**config.mk**
```make
export PLATFORM = sky130hd
export DESIGN_NAME = barrett_recombine
export DESIGN_NICKNAME = d
export VERILOG_FILES = /design/src/rtl/djbcodec_pkg.sv /design/src/rtl/barrett_recombine.sv
export SDC_FILE = /design/constraint.sdc
export NUM_CORES = 1
export LEC_CHECK = 0
export BUFFER_PORTS_ARGS = -buffer_cell sky130_fd_sc_hd__buf_2
export CAP_MARGIN = 20
export CELL_PAD_IN_SITES_DETAIL_PLACEMENT = 0
export CELL_PAD_IN_SITES_GLOBAL_PLACEMENT = 1
export CORE_MARGIN = 2
export CORE_UTILIZATION = 40
export CTS_CLUSTER_SIZE = 30
export DETAILED_ROUTE_END_ITERATION = 10
export GPL_TIMING_DRIVEN = 0
export PLACE_DENSITY_LB_ADDON = 0.3
export SKIP_CTS_REPAIR_TIMING = 1
export SYNTH_ARGS = -nofsm -noshare
export SYNTH_HDL_FRONTEND = slang
export SYNTH_SLANG_ARGS = --single-unit
export TNS_END_PERCENT = 50
```
**constraint.sdc**
```tcl
create_clock -name clk -period 6.1 [get_ports clk]
set_clock_uncertainty 0.05 [all_clocks]
set_input_delay 1.22 -clock clk [delete_from_list [all_inputs] [get_ports clk]]
set_output_delay 1.22 -clock clk [all_outputs]
set_load 0.01 [all_outputs]
```
**src/rtl/djbcodec_pkg.sv**
```systemverilog
// Shared constants for the djbcodec datapath: digit width and the derived
// double-width used for reconstructed mixed-radix values.
package djbcodec_pkg;

  // Default bit width of m0, quotient and remainder.
  localparam int DJB_M0LEN  = 14;

  // Width of a full dividend; q*m0 + r always fits without a carry out.
  localparam int DJB_M0LEN2 = 2 * DJB_M0LEN;

endpackage : djbcodec_pkg

```
**src/rtl/barrett_recombine.sv**
```systemverilog
// barrett_recombine: rebuilds dividend = quotient * m0 + remainder.
// Two registered stages with bubble-collapsing valid/ready handshakes.
// Stage 1 holds the product and the range check; stage 2 holds the final sum.
// range_err flags remainder >= m0 (including m0 == 0) but never blocks data.
module barrett_recombine
  import djbcodec_pkg::*;
#(
  parameter int M0LEN = DJB_M0LEN
) (
  input  logic                   clk,
  input  logic                   rst,
  input  logic                   in_valid,
  output logic                   in_ready,
  input  logic [M0LEN-1:0]       quotient,
  input  logic [M0LEN-1:0]       remainder,
  input  logic [M0LEN-1:0]       m0,
  output logic                   out_valid,
  input  logic                   out_ready,
  output logic [2*M0LEN-1:0]     dividend,
  output logic                   range_err
);

  localparam int M0LEN2 = 2 * M0LEN;

  // Stage 1 state
  logic              s1_valid_q, s1_valid_d;
  logic [M0LEN2-1:0] s1_prod_q,  s1_prod_d;
  logic [M0LEN-1:0]  s1_rem_q,   s1_rem_d;
  logic              s1_err_q,   s1_err_d;

  // Stage 2 state
  logic              s2_valid_q, s2_valid_d;
  logic [M0LEN2-1:0] s2_sum_q,   s2_sum_d;
  logic              s2_err_q,   s2_err_d;

  // Load enables
  logic s1_load;
  logic s2_load;

  // Advance logic: a stage loads when it is empty or its consumer is taking its data.
  always_comb begin
    s2_load  = !s2_valid_q || out_ready;
    s1_load  = !s1_valid_q || s2_load;
    in_ready = s1_load;
  end

  // Stage 1 next state: multiply and range-check the incoming triple.
  always_comb begin
    s1_valid_d = s1_valid_q;
    s1_prod_d  = s1_prod_q;
    s1_rem_d   = s1_rem_q;
    s1_err_d   = s1_err_q;
    if (s1_load) begin
      s1_valid_d = in_valid && in_ready;
      s1_prod_d  = M0LEN2'(quotient) * M0LEN2'(m0);
      s1_rem_d   = remainder;
      s1_err_d   = (remainder >= m0);
    end
  end

  // Stage 2 next state: add the remainder onto the product; cannot overflow.
  always_comb begin
    s2_valid_d = s2_valid_q;
    s2_sum_d   = s2_sum_q;
    s2_err_d   = s2_err_q;
    if (s2_load) begin
      s2_valid_d = s1_valid_q;
      s2_sum_d   = s1_prod_q + M0LEN2'(s1_rem_q);
      s2_err_d   = s1_err_q;
    end
  end

  // Pipeline registers with synchronous reset that discards in-flight data.
  always_ff @(posedge clk) begin
    if (rst) begin
      s1_valid_q <= 1'b0;
      s1_prod_q  <= '0;
      s1_rem_q   <= '0;
      s1_err_q   <= 1'b0;
      s2_valid_q <= 1'b0;
      s2_sum_q   <= '0;
      s2_err_q   <= 1'b0;
    end else begin
      s1_valid_q <= s1_valid_d;
      s1_prod_q  <= s1_prod_d;
      s1_rem_q   <= s1_rem_d;
      s1_err_q   <= s1_err_d;
      s2_valid_q <= s2_valid_d;
      s2_sum_q   <= s2_sum_d;
      s2_err_q   <= s2_err_d;
    end
  end

  // Outputs come straight from stage 2 registers.
  always_comb begin
    out_valid = s2_valid_q;
    dividend  = s2_sum_q;
    range_err = s2_err_q;
  end

endmodule : barrett_recombine

```
==> results of run 1 <==
state kept, by name, indices dropped and copies added, names as in the netlist:
name,count
dividend,28
out_valid,1
range_err,1
s1_err_q,1
s1_prod_q,28
s1_rem_q,14
s1_valid_q,1
cell families (layout without fill, tap and decap cells):
family	after synthesis	in the layout
simple gates	413	413
fa+ha+maj	262	262
compound gates	230	230
buf+inv	227	360
flops	74	74
xor+xnor	39	39
mux	2	2
metal layers:
metal	global-route usage	routed length, um
met5	0	0
met4	0.0484	516
met3	0.0186	1200
met2	0.352	14000
met1	0.291	13700
final cells by class:
class	instances	area [um2]
multi-input combinational	946	8520
fill	2541	13200
buffer	54	473
clock buffer	9	225
tap	335	419
sequential	74	1480
inverter	172	646
clock inverter	7	100
timing repair buffer	118	843
worst max-delay path by stage:
stage	to	slack, ns	cells past startpoint
floorplan	s1_prod_q[27]	-0.01	22
global placement	s1_prod_q[25]	-1.13	21
detailed placement	s1_prod_q[25]	-1.15	21
CTS	s1_prod_q[25]	-0.79	21
global route	s1_prod_q[22]	-0.18	20
finish	s1_prod_q[26]	-0.03	21
stage by stage:
stage / worst slack (ns) / total power [mW] / cells / hold WS (ns) / cell area [um2]
6_report: -0.0327 / 7.95 / 1715 / 0.397 / 12700
5_1_grt: -0.178 / 8.65 / 1715 / 0.412 / 12700
4_1_cts: -0.787 / 6.85 / 1674 / 0.401 / 11800
3_5_place_dp: -1.15 / 6.21 / 1658 / 0.393 / 11500
3_3_place_gp: -1.13 / 6.19 / 1658 / 0.387 / 11500
2_1_floorplan: -0.0140 / 4.89 / 1247 / 0.383 / 10700
power groups by stage:
stage | Combinational [mW] | Sequential, mW | Clock, mW
global placement | 5.47 | 0.720 | 0
finish | 6.66 | 0.713 | 0.575
global route | 7.32 | 0.732 | 0.603
CTS | 5.55 | 0.713 | 0.587
floorplan | 4.17 | 0.722 | 0
detailed placement | 5.49 | 0.723 | 0
placed cells by master, fill, tap and decap left out, types with 7 or more instances in the layout:
cell type and n:
a211oi_1 17, a21o_1 19, a21oi_1 77, a31oi_1 7
and2_1 98, and2_4 7, buf_2 66, buf_4 42
buf_6 13, buf_8 15, clkbuf_1 19, clkbuf_16 11
dfxtp_1 74, fa_1 138, ha_1 113, inv_1 163
inv_2 9, nand2_1 207, nand3_1 13, nor2_1 39
o211ai_1 7, o21ai_0 31, o21ai_1 11, xnor2_1 20
xor2_1 16
worst min-delay path, cell delays in order, from the launching register on:
cell and delay [ns]:
dfxtp_1 0.30, nand2_1 0.05, a21oi_1 0.05
==> impl_metrics.prom, run 1 <==
# TYPE chip_impl_metric gauge
chip_impl_metric{name="drive_gt1_frac",unit=""} 0.186
chip_impl_metric{name="clkTransAtPathRegs",unit="ns"} 0.06
chip_impl_info{name="cell_seen_most_often_among_critical_path_stages",value="fa_1"} 1
chip_impl_metric{name="clock_path_buffers",unit=""} 2
chip_impl_metric{name="synth_cells",unit=""} 1247
chip_impl_metric{name="pwr-share-seq",unit=""} 0.090
chip_impl_info{name="synth.most_common_cell",value="nand2_1"} 1
chip_impl_metric{name="worstPathMaxFanout",unit=""} 7
chip_impl_metric{name="number_of_warning_messages_in_the_yosys_log",unit=""} 0
chip_impl_info{name="cts_tree",value="yes"} 1
chip_impl_metric{name="yosys.area_share.simple",unit=""} 0.189
chip_impl_metric{name="grt-ovfl-total",unit=""} 0
chip_impl_metric{name="power.share.switching",unit=""} 0.506
chip_impl_metric{name="utilization_after_layout",unit=""} 0.490
chip_impl_metric{name="mappedNetlistNets",unit=""} 1555
chip_impl_metric{name="r2r_cells",unit=""} 10
chip_impl_metric{name="antenna_left",unit=""} 0
chip_impl_info{name="worstReg2RegStart",value="s1_prod_q[0]"} 1
chip_impl_info{name="worstSetupStartpointType",value="primary input"} 1
chip_impl_metric{name="power.combinational.fraction",unit=""} 0.838
chip_impl_info{name="unrepaired_setup_endpoints_after_global_routing",value="yes"} 1
chip_impl_metric{name="detailedPlacementHpwl",unit="mm"} 23.7
chip_impl_metric{name="area_delta_synth_final",unit="%"} 21.0
chip_impl_metric{name="n_antenna_cell",unit=""} 0
chip_impl_metric{name="initial_core_utilization",unit=""} 0.405
chip_impl_metric{name="drv_slew",unit=""} 0
chip_impl_metric{name="worst_ir_drop_vdd",unit="V"} 0.000387
chip_impl_metric{name="worstSkewPairLatency",unit="ns"} 0.34
chip_impl_metric{name="number_of_setup_violations_in_the_final_report",unit=""} 2
chip_impl_metric{name="power.leakage",unit="nW"} 6.18
chip_impl_metric{name="power_density",unit="nW/um2"} 625
chip_impl_metric{name="max_slew.worst_pin.slew",unit="ns"} 0.721
chip_impl_metric{name="std_cell_core_area",unit="um2"} 25900
chip_impl_metric{name="cp.buffers_inverters",unit=""} 6
chip_impl_metric{name="ioPinCount",unit=""} 77
chip_impl_metric{name="total_die_area",unit="um2"} 27600
chip_impl_metric{name="synth_mux_area_frac",unit=""} 0.00191
chip_impl_info{name="post-synth-top-area-cell",value="fa_1"} 1
chip_impl_info{name="failed_checks",value="negative setup slack"} 1
chip_impl_metric{name="cts_buffers",unit=""} 9
chip_impl_metric{name="compound_gate_portion_of_the_synthesized_area",unit=""} 0.138
chip_impl_info{name="holdCritPathClass",value="flop to flop"} 1
chip_impl_metric{name="synth_xor_area_frac",unit=""} 0.0325
chip_impl_metric{name="gr-usage-all-layers",unit=""} 0.208
chip_impl_metric{name="crit_path_max_incr_delay",unit="ns"} 0.54
chip_impl_info{name="list_of_cells_traversed_by_the_critical_path",value="buf_12, buf_8, and2_1, fa_1, inv_1, fa_1, inv_1, fa_1, fa_2, fa_1, inv_1, fa_1, inv_2, ha_4, a21oi_4, o211ai_1, a21oi_1, o21ai_2, a31oi_4, nor2_2, a2111oi_2"} 1
chip_impl_metric{name="mean_area_per_synthesized_cell",unit="um2"} 8.43
chip_impl_metric{name="row_count",unit=""} 59
chip_impl_metric{name="switching_power",unit="mW"} 4.02
chip_impl_metric{name="detailroute.via_count",unit=""} 8817
chip_impl_info{name="run_status",value="finished, violations left"} 1
chip_impl_info{name="worstSetupStartpoint",value="m0[2]"} 1
chip_impl_metric{name="cts_htree_levels",unit=""} 3
chip_impl_metric{name="finalHoldViolCount",unit=""} 0
chip_impl_metric{name="synth_fa_ha_area_frac",unit=""} 0.413
chip_impl_metric{name="grt_start_max_net_pins",unit=""} 15
chip_impl_metric{name="syn_area",unit="um2"} 10500
chip_impl_info{name="hold_end",value="dividend[13]"} 1
chip_impl_metric{name="layout_setup_ws",unit="ns"} -0.0327
chip_impl_metric{name="routed_wirelength",unit="mm"} 29.4
chip_impl_metric{name="final_gp_congestion",unit=""} 0.889
chip_impl_metric{name="detail_route.wl_per_cell",unit="um"} 17.1
chip_impl_metric{name="cp_data_required_time",unit="ns"} 6.29
chip_impl_info{name="synth.top_cells.by_count",value="nand2_1 (211), inv_1 (171), fa_1 (142)"} 1
chip_impl_metric{name="internal-power",unit="mW"} 3.92
chip_impl_metric{name="timing.fmax",unit="GHz"} 0.163
chip_impl_info{name="synthTopCellsByArea",value="fa_1 (27%), ha_1 (14%), dfxtp_1 (14%), nand2_1 (7.5%), and2_1 (6.3%)"} 1
chip_impl_info{name="endpoint_of_the_worst_register_to_register_path",value="dividend[24]"} 1
chip_impl_metric{name="drt_iter0_drc",unit=""} 369
chip_impl_metric{name="grt_pass1_wl",unit="mm"} 45.5
chip_impl_info{name="timing.critical_path.max_delay_family",value="adder cells"} 1
chip_impl_metric{name="die_height",unit="um"} 166
chip_impl_metric{name="whs_path_depth",unit=""} 2
chip_impl_metric{name="postSynthRegisterBits",unit=""} 74
chip_impl_metric{name="synth.yosys.seq_area_share",unit=""} 0.141
chip_impl_metric{name="synth_top_cell_area_share",unit=""} 0.271
chip_impl_metric{name="io_buffers",unit=""} 76
chip_impl_metric{name="antenna_found_initial",unit=""} 0
chip_impl_metric{name="clkPwrFrac",unit=""} 0.072
chip_impl_info{name="min_from",value="dividend[13]"} 1
chip_impl_metric{name="synth_async_sr_flop_share",unit=""} 0
chip_impl_metric{name="grt_pass1_vias",unit=""} 8562
chip_impl_metric{name="synth_edf_count",unit=""} 0
chip_impl_metric{name="die_x",unit="um"} 166
chip_impl_info{name="crit_slowest_cell",value="fa_1"} 1
chip_impl_info{name="combinational_family_with_the_most_area_after_synthesis",value="adder cells"} 1
chip_impl_info{name="critical_path_class",value="primary input to flop"} 1
chip_impl_metric{name="cts.sinks",unit=""} 74
chip_impl_metric{name="avgViaCountPerCell",unit=""} 5.14
chip_impl_info{name="postSynth.topFlopCell",value="dfxtp_1"} 1
chip_impl_metric{name="period_minus_slack",unit="ns"} 6.13
chip_impl_metric{name="firstDrtPassIters",unit=""} 5
chip_impl_metric{name="drv_cap",unit=""} 0
chip_impl_info{name="worst_setup_path_end_kind",value="flop"} 1
chip_impl_metric{name="drt_drc_violations_left",unit=""} 0
chip_impl_metric{name="totalNegativeSetupSlack",unit="ns"} -0.0642
chip_impl_metric{name="finish.net_count",unit=""} 1683
chip_impl_metric{name="crit_arrival",unit="ns"} 6.32
chip_impl_metric{name="slew-limit-headroom",unit=""} 0.520
chip_impl_metric{name="final_min_period_over_clock_period",unit=""} 1.01
chip_impl_metric{name="timing.reg2reg.setup_slack",unit="ns"} 3.53
chip_impl_metric{name="yosysUniqueCellTypes",unit=""} 62
chip_impl_info{name="cts_root_buffer",value="clkbuf_16"} 1
No activity file was read; power rests on OpenSTA's default activity.
==> inputs of run 2 (changes only) <==
--- a/config.mk
+++ b/config.mk
@@ -13,7 +13,6 @@
 export CORE_UTILIZATION = 40
 export CTS_CLUSTER_SIZE = 30
 export DETAILED_ROUTE_END_ITERATION = 10
-export GPL_TIMING_DRIVEN = 0
 export PLACE_DENSITY_LB_ADDON = 0.3
 export SKIP_CTS_REPAIR_TIMING = 1
 export SYNTH_ARGS = -nofsm -noshare
==> impl_metrics.prom, run 2 (same netlist as run 1, synthesis figures left out) <==
# TYPE chip_impl_metric gauge
chip_impl_info{name="holdCritPathClass",value="flop to flop"} 1
chip_impl_metric{name="grt_start_max_net_pins",unit=""} 60
chip_impl_metric{name="switching_power",unit="mW"} 3.95
chip_impl_metric{name="dp.cells",unit=""} 1725
chip_impl_metric{name="power_density",unit="nW/um2"} 664
chip_impl_metric{name="placement_stage_worst_setup_slack",unit="ns"} -0.413
chip_impl_info{name="critical_path_class",value="primary input to flop"} 1
chip_impl_metric{name="drv_cap",unit=""} 0
chip_impl_metric{name="power",unit="mW"} 8.46
chip_impl_metric{name="worstSkewPairLatency",unit="ns"} 0.33
chip_impl_metric{name="final_min_period_over_clock_period",unit=""} 0.992
chip_impl_info{name="unrepaired_setup_endpoints_after_global_routing",value="yes"} 1
chip_impl_metric{name="drive_gt1_frac",unit=""} 0.212
chip_impl_info{name="run_status",value="complete, no violations"} 1
chip_impl_metric{name="initial_core_utilization",unit=""} 0.405
chip_impl_metric{name="pwr-share-seq",unit=""} 0.085
chip_impl_metric{name="ioPinCount",unit=""} 77
chip_impl_metric{name="grt_pass1_wl",unit="mm"} 43.8
chip_impl_metric{name="max_slew.worst_pin.slew",unit="ns"} 0.712
chip_impl_metric{name="nFillCells",unit=""} 2561
chip_impl_metric{name="number_of_setup_violations_in_the_final_report",unit=""} 0
chip_impl_metric{name="power.combinational.fraction",unit=""} 0.853
chip_impl_metric{name="grt-ovfl-total",unit=""} 0
chip_impl_metric{name="timing.fmax",unit="GHz"} 0.165
chip_impl_metric{name="total_die_area",unit="um2"} 27600
chip_impl_metric{name="finalHoldViolCount",unit=""} 0
chip_impl_info{name="worst_setup_path_end_kind",value="flop"} 1
chip_impl_metric{name="routed_wirelength",unit="mm"} 26.5
chip_impl_metric{name="worstPathMaxFanout",unit=""} 6
chip_impl_info{name="layout_common_cells",value="nand2_1 (206), inv_1 (166), fa_1 (140)"} 1
chip_impl_metric{name="clkTransAtPathRegs",unit="ns"} 0.06
chip_impl_metric{name="firstDrtPassIters",unit=""} 4
chip_impl_info{name="cts_tree",value="yes"} 1
chip_impl_metric{name="cts_htree_levels",unit=""} 3
chip_impl_metric{name="cts_buffers",unit=""} 9
chip_impl_metric{name="grt_pass1_vias",unit=""} 8736
chip_impl_metric{name="gr-usage-all-layers",unit=""} 0.193
chip_impl_info{name="worstSetupStartpointType",value="primary input"} 1
chip_impl_metric{name="final_gp_congestion",unit=""} 0.917
chip_impl_info{name="most_common_cell_after_layout_fill_and_taps_aside",value="nand2_1"} 1
chip_impl_metric{name="power.share.switching",unit=""} 0.467
chip_impl_metric{name="drt_iter0_drc",unit=""} 474
chip_impl_metric{name="detailedPlacementHpwl",unit="mm"} 22.5
chip_impl_metric{name="avgViaCountPerCell",unit=""} 5.01
chip_impl_metric{name="area_delta_synth_final",unit="%"} 21.2
chip_impl_metric{name="crit_arrival",unit="ns"} 6.20
chip_impl_info{name="cts_root_buffer",value="clkbuf_16"} 1
chip_impl_metric{name="std_cell_core_area",unit="um2"} 25900
chip_impl_metric{name="slew-limit-headroom",unit=""} 0.525
chip_impl_metric{name="row_count",unit=""} 59
chip_impl_metric{name="cts.sinks",unit=""} 74
chip_impl_metric{name="power.leakage",unit="nW"} 6.32
chip_impl_metric{name="antenna_found_initial",unit=""} 0
chip_impl_metric{name="n_antenna_cell",unit=""} 0
chip_impl_metric{name="period_minus_slack",unit="ns"} 6.05
chip_impl_metric{name="worst_ir_drop_vdd",unit="V"} 0.000528
chip_impl_metric{name="drv_slew",unit=""} 0
chip_impl_metric{name="clock_path_buffers",unit=""} 2
chip_impl_metric{name="layout.cells.non_filler",unit=""} 1746
chip_impl_metric{name="cp_data_required_time",unit="ns"} 6.25
chip_impl_metric{name="detailroute.via_count",unit=""} 8756
chip_impl_metric{name="layout_setup_ws",unit="ns"} 0.0478
chip_impl_metric{name="antenna_left",unit=""} 0
chip_impl_metric{name="drt_drc_violations_left",unit=""} 0
chip_impl_metric{name="die_x",unit="um"} 166
chip_impl_metric{name="io_buffers",unit=""} 76
chip_impl_metric{name="internal-power",unit="mW"} 4.51
chip_impl_metric{name="finish.net_count",unit=""} 1715
chip_impl_metric{name="detail_route.wl_per_cell",unit="um"} 15.2
chip_impl_metric{name="holdWs",unit="ns"} 0.396
chip_impl_metric{name="die_height",unit="um"} 166
chip_impl_metric{name="clkPwrFrac",unit=""} 0.062
[run 2: changes by cell type in the layout (fill, tap and decap cells not counted), moves of 3 or more]
cell,change
a21oi_2,+3
inv_1,+3
buf_8,-15
clkbuf_4,-6
clkbuf_1,-19
o21ai_0,+4
inv_2,-3
buf_4,+81
a21oi_4,-3
[run 2: power groups by stage]
| stage | Clock [mW] | Sequential [mW] | Combinational (mW) |
|---|---|---|---|
| finish | 0.524 | 0.719 | 7.22 |
| CTS | 0.537 | 0.720 | 6.53 |
| detailed placement | 0 | 0.730 | 6.46 |
| global placement | 0 | 0.728 | 6.43 |
| floorplan | 0 | 0.722 | 4.17 |
| global route | 0.560 | 0.737 | 8.04 |
[run 2: final timing paths]
| kind | start | to | slack [ns] | cells past startpoint |
|---|---|---|---|---|
| setup reg to reg | s1_prod_q[0] | dividend[24] | 3.52 | 10 |
| setup / recovery | quotient[8] | s1_prod_q[27] | 0.05 | 20 |
| hold / removal | dividend[5] | dividend[5] | 0.40 | 2 |
| hold reg to reg | dividend[5] | dividend[5] | 0.40 | 2 |
[run 2: metrics by stage]
step	util	area [um2]	TNS (ns)
after floorplan	-	10700	-0.0140
after global placement	0.468	12100	-3.18
after detailed placement	0.468	12100	-4.03
after CTS	0.479	12400	-0.133
after global routing	0.492	12700	-0.776
final	0.492	12700	0
[run 2: routing by layer]
metal  vias up  GRT usage  share of wire
met5         -          0              0
met4         0     0.0416          0.013
met3        23     0.0193          0.034
met2       144      0.317           0.47
met1      4258      0.276           0.48
li1       4331          -              -
[run 2: critical path, stage by stage]
cell and delay (ns):
buf_12 0.11, and2_4 0.15, fa_1 0.55, inv_1 0.06
fa_1 0.48, inv_1 0.06, fa_1 0.54, fa_1 0.44
fa_1 0.52, inv_1 0.05, fa_1 0.49, inv_2 0.05
ha_4 0.23, a21oi_4 0.14, o21bai_1 0.10, a221oi_2 0.36
o31ai_4 0.17, a22oi_2 0.21, nand4_1 0.11, nor4b_2 0.17
[run 2: layout make-up]
class / count / area [um2] / area share
flip-flops and latches: 74 / 1480 / 0.116
inverters: 172 / 646 / 0.0507
multi-input cells: 946 / 8440 / 0.663
clock buffers: 10 / 239 / 0.0188
clock inverters: 5 / 55.1 / 0.00432
repair buffers: 204 / 1460 / 0.114
well taps: 335 / 419 / 0.0329
==> inputs of run 3 (changes only) <==
--- a/config.mk
+++ b/config.mk
@@ -5,6 +5,7 @@
 export SDC_FILE = /design/constraint.sdc
 export NUM_CORES = 1
 export LEC_CHECK = 0
+export ABC_AREA = 1
 export BUFFER_PORTS_ARGS = -buffer_cell sky130_fd_sc_hd__buf_2
 export CAP_MARGIN = 20
 export CELL_PAD_IN_SITES_DETAIL_PLACEMENT = 0
@@ -13,6 +14,7 @@
 export CORE_UTILIZATION = 40
 export CTS_CLUSTER_SIZE = 30
 export DETAILED_ROUTE_END_ITERATION = 10
+export MAX_ROUTING_LAYER = met4
 export PLACE_DENSITY_LB_ADDON = 0.3
 export SKIP_CTS_REPAIR_TIMING = 1
 export SYNTH_ARGS = -nofsm -noshare
==> impl_metrics.prom, run 3 <==
# TYPE chip_impl_metric gauge
chip_impl_metric{name="timing.fmax",unit="GHz"} 0.171
chip_impl_metric{name="io_buffers",unit=""} 76
chip_impl_metric{name="synth_async_sr_flop_share",unit=""} 0
chip_impl_metric{name="worstSkewPairLatency",unit="ns"} 0.34
chip_impl_metric{name="drt_drc_violations_left",unit=""} 0
chip_impl_metric{name="cts_htree_levels",unit=""} 3
chip_impl_metric{name="finalHoldViolCount",unit=""} 0
chip_impl_metric{name="synth_cells",unit=""} 1749
chip_impl_info{name="run_status",value="complete, no violations"} 1
chip_impl_info{name="unrepaired_setup_endpoints_after_global_routing",value="yes"} 1
chip_impl_metric{name="power.share.switching",unit=""} 0.527
chip_impl_info{name="combinational_family_with_the_most_area_after_synthesis",value="adder cells"} 1
chip_impl_metric{name="postSynthRegisterBits",unit=""} 74
chip_impl_metric{name="placement_stage_worst_setup_slack",unit="ns"} -0.133
chip_impl_metric{name="nFillCells",unit=""} 3056
chip_impl_metric{name="globalRouteMet3Util",unit=""} 0.0169
chip_impl_metric{name="mean_area_per_synthesized_cell",unit="um2"} 6.73
chip_impl_metric{name="row_count",unit=""} 62
chip_impl_metric{name="die_x",unit="um"} 176
chip_impl_metric{name="worstPathMaxFanout",unit=""} 7
chip_impl_info{name="postSynth.topFlopCell",value="dfxtp_1"} 1
chip_impl_metric{name="internal-power",unit="mW"} 3.74
chip_impl_metric{name="power_density",unit="nW/um2"} 587
chip_impl_metric{name="synth_mux_area_frac",unit=""} 0
chip_impl_metric{name="detailedPlacementHpwl",unit="mm"} 27.6
chip_impl_metric{name="crit_arrival",unit="ns"} 6.02
chip_impl_metric{name="cp_data_required_time",unit="ns"} 6.29
chip_impl_info{name="worstSetupStartpointType",value="primary input"} 1
chip_impl_info{name="cts_tree",value="yes"} 1
chip_impl_metric{name="n_antenna_cell",unit=""} 0
chip_impl_info{name="synthTopCellsByArea",value="fa_1 (24%), nand2_1 (16%), inv_1 (15%), ha_1 (13%), dfxtp_1 (13%)"} 1
chip_impl_metric{name="antenna_left",unit=""} 0
chip_impl_metric{name="number_of_warning_messages_in_the_yosys_log",unit=""} 0
chip_impl_info{name="synth.most_common_cell",value="nand2_1"} 1
chip_impl_metric{name="drv_slew",unit=""} 0
chip_impl_metric{name="yosysUniqueCellTypes",unit=""} 34
chip_impl_metric{name="switching_power",unit="mW"} 4.18
chip_impl_metric{name="cts_buffers",unit=""} 9
chip_impl_metric{name="mappedNetlistNets",unit=""} 2057
chip_impl_metric{name="grt_pass1_vias",unit=""} 10912
chip_impl_metric{name="final_gp_congestion",unit=""} 0.908
chip_impl_metric{name="grt-ovfl-total",unit=""} 0
chip_impl_info{name="most_common_cell_after_layout_fill_and_taps_aside",value="nand2_1"} 1
chip_impl_metric{name="grt_pass1_wl",unit="mm"} 54.6
chip_impl_metric{name="power.combinational.fraction",unit=""} 0.824
chip_impl_metric{name="power.leakage",unit="nW"} 8.39
chip_impl_metric{name="clkTransAtPathRegs",unit="ns"} 0.06
chip_impl_metric{name="die_height",unit="um"} 176
chip_impl_metric{name="drv_cap",unit=""} 0
chip_impl_metric{name="yosys.area_share.simple",unit=""} 0.262
chip_impl_metric{name="pwr-share-seq",unit=""} 0.091
chip_impl_info{name="layout_common_cells",value="nand2_1 (486), inv_1 (458), fa_1 (142)"} 1
chip_impl_metric{name="finish.net_count",unit=""} 2179
chip_impl_metric{name="avgViaCountPerCell",unit=""} 4.71
chip_impl_info{name="critical_path_class",value="primary input to flop"} 1
chip_impl_metric{name="gr-usage-all-layers",unit=""} 0.226
chip_impl_info{name="holdCritPathClass",value="flop to flop"} 1
chip_impl_metric{name="grt_start_max_net_pins",unit=""} 52
chip_impl_metric{name="detail_route.wl_per_cell",unit="um"} 14.3
chip_impl_info{name="worst_setup_path_end_kind",value="flop"} 1
chip_impl_info{name="synth.top_cells.by_count",value="nand2_1 (489), inv_1 (458), fa_1 (142)"} 1
chip_impl_metric{name="synth_xor_area_frac",unit=""} 0.0164
chip_impl_metric{name="number_of_setup_violations_in_the_final_report",unit=""} 0
chip_impl_metric{name="detailroute.via_count",unit=""} 10642
chip_impl_metric{name="cts.sinks",unit=""} 74
chip_impl_metric{name="max_slew.worst_pin.slew",unit="ns"} 0.818
chip_impl_info{name="post-synth-top-area-cell",value="fa_1"} 1
chip_impl_metric{name="synth.yosys.seq_area_share",unit=""} 0.126
chip_impl_metric{name="ioPinCount",unit=""} 77
chip_impl_metric{name="synth_top_cell_area_share",unit=""} 0.242
chip_impl_metric{name="firstDrtPassIters",unit=""} 6
chip_impl_metric{name="compound_gate_portion_of_the_synthesized_area",unit=""} 0.0626
chip_impl_metric{name="routed_wirelength",unit="mm"} 32.3
chip_impl_metric{name="synth_edf_count",unit=""} 0
chip_impl_metric{name="syn_area",unit="um2"} 11800
chip_impl_metric{name="slew-limit-headroom",unit=""} 0.455
chip_impl_metric{name="synth_fa_ha_area_frac",unit=""} 0.369
chip_impl_metric{name="final_min_period_over_clock_period",unit=""} 0.957
chip_impl_info{name="grt_most_used_layer",value="met2"} 1
chip_impl_info{name="cts_root_buffer",value="clkbuf_16"} 1
chip_impl_metric{name="period_minus_slack",unit="ns"} 5.84
chip_impl_metric{name="total_die_area",unit="um2"} 30800
chip_impl_metric{name="layout_setup_ws",unit="ns"} 0.263
chip_impl_metric{name="grt_use_met1",unit=""} 0.290
chip_impl_metric{name="worst_ir_drop_vdd",unit="V"} 0.000546
chip_impl_metric{name="std_cell_core_area",unit="um2"} 28900
chip_impl_metric{name="initial_core_utilization",unit=""} 0.408
chip_impl_metric{name="drive_gt1_frac",unit=""} 0.114
chip_impl_metric{name="clock_path_buffers",unit=""} 2
chip_impl_metric{name="met2_usage",unit=""} 0.393
chip_impl_metric{name="utilization_after_layout",unit=""} 0.468
chip_impl_metric{name="antenna_found_initial",unit=""} 0
chip_impl_metric{name="drt_iter0_drc",unit=""} 551
chip_impl_metric{name="clkPwrFrac",unit=""} 0.084
chip_impl_metric{name="area_delta_synth_final",unit="%"} 14.7
-- run 3: cell count changes in the layout (fill, tap and decap cells not counted), moves of 9 or more --
cell      change
a21oi_1      -20
inv_1       +292
o21ai_0      +23
buf_2        +10
nand2_1     +280
buf_6        -11
nand3_1      +80
buf_4        -39
xnor2_1      -16
a21oi_2       -9
a21o_1       -17
nor2_1       +61
a211oi_1     -17
and2_1       -94
-- run 3: routing by layer --
metal  vias to the layer above  part of all wire
met4                         0             0.017
met3                        48             0.029
met1                      5003              0.47
met2                       186              0.48
li1                       5405                 -
met5                         -                 0
-- run 3: power groups by stage --
stage	Clock [mW]	Combinational [mW]	Sequential, mW
after floorplan	0	4.12	0.717
after global placement	0	6.25	0.731
after detailed placement	0	6.29	0.731
after CTS	0.681	6.34	0.721
after global routing	0.696	7.46	0.735
final	0.668	6.53	0.724
-- run 3: path summary, 6_finish.rpt --
| check | start | to | slack [ns] | depth (start not counted) |
|---|---|---|---|---|
| worst max register to register | s1_rem_q[0] | dividend[20] | 3.63 | 13 |
| worst max-delay path | m0[5] | s1_prod_q[23] | 0.26 | 21 |
| worst min register to register | s1_prod_q[0] | s1_prod_q[0] | 0.44 | 2 |
| worst min-delay path | s1_prod_q[0] | s1_prod_q[0] | 0.44 | 2 |
-- run 3: cells by family after synthesis --
logic type	count (synthesis)
AO/OA/AOI/OAI	137
AND/OR/NAND/NOR	743
adder cells (fa/ha/maj)	262
XOR/XNOR	22
buffers and inverters	511
flip-flops	74
-- run 3: through the flow --
stage	hold WS [ns]	std cells	setup TNS [ns]	instance area, um2	total power [mW]
4_1_cts	0.433	2260	0	13400	7.75
5_1_grt	0.454	2260	-0.0196	13500	8.89
3_5_place_dp	0.422	2244	-1.17	13100	7.03
6_report	0.439	2260	0	13500	7.92
3_3_place_gp	0.412	2244	-0.906	13100	6.99
2_1_floorplan	0.391	1749	0	11800	4.84
-- run 3: critical path, stage by stage --
cell	delay, ns
buf_2	0.20
buf_4	0.19
nand2_1	0.08
fa_1	0.54
inv_1	0.05
fa_1	0.48
fa_1	0.57
fa_1	0.43
fa_1	0.45
ha_1	0.29
ha_1	0.36
nand2_1	0.13
inv_1	0.06
a21oi_1	0.28
inv_1	0.07
a21oi_1	0.25
nand3_1	0.11
nand2_1	0.07
nand3_1	0.06
nand2_1	0.09
inv_1	0.04
-- run 3: layout make-up --
cell class	instances	area, um2	share of cell area
Multi-Input combinational cell	1164	8410	0.623
Inverter	462	1730	0.129
Sequential cell	74	1480	0.110
Clock inverter	6	138	0.0102
Clock buffer	10	239	0.0177
Tap cell	384	480	0.0356
Timing Repair Buffer	160	1010	0.0749
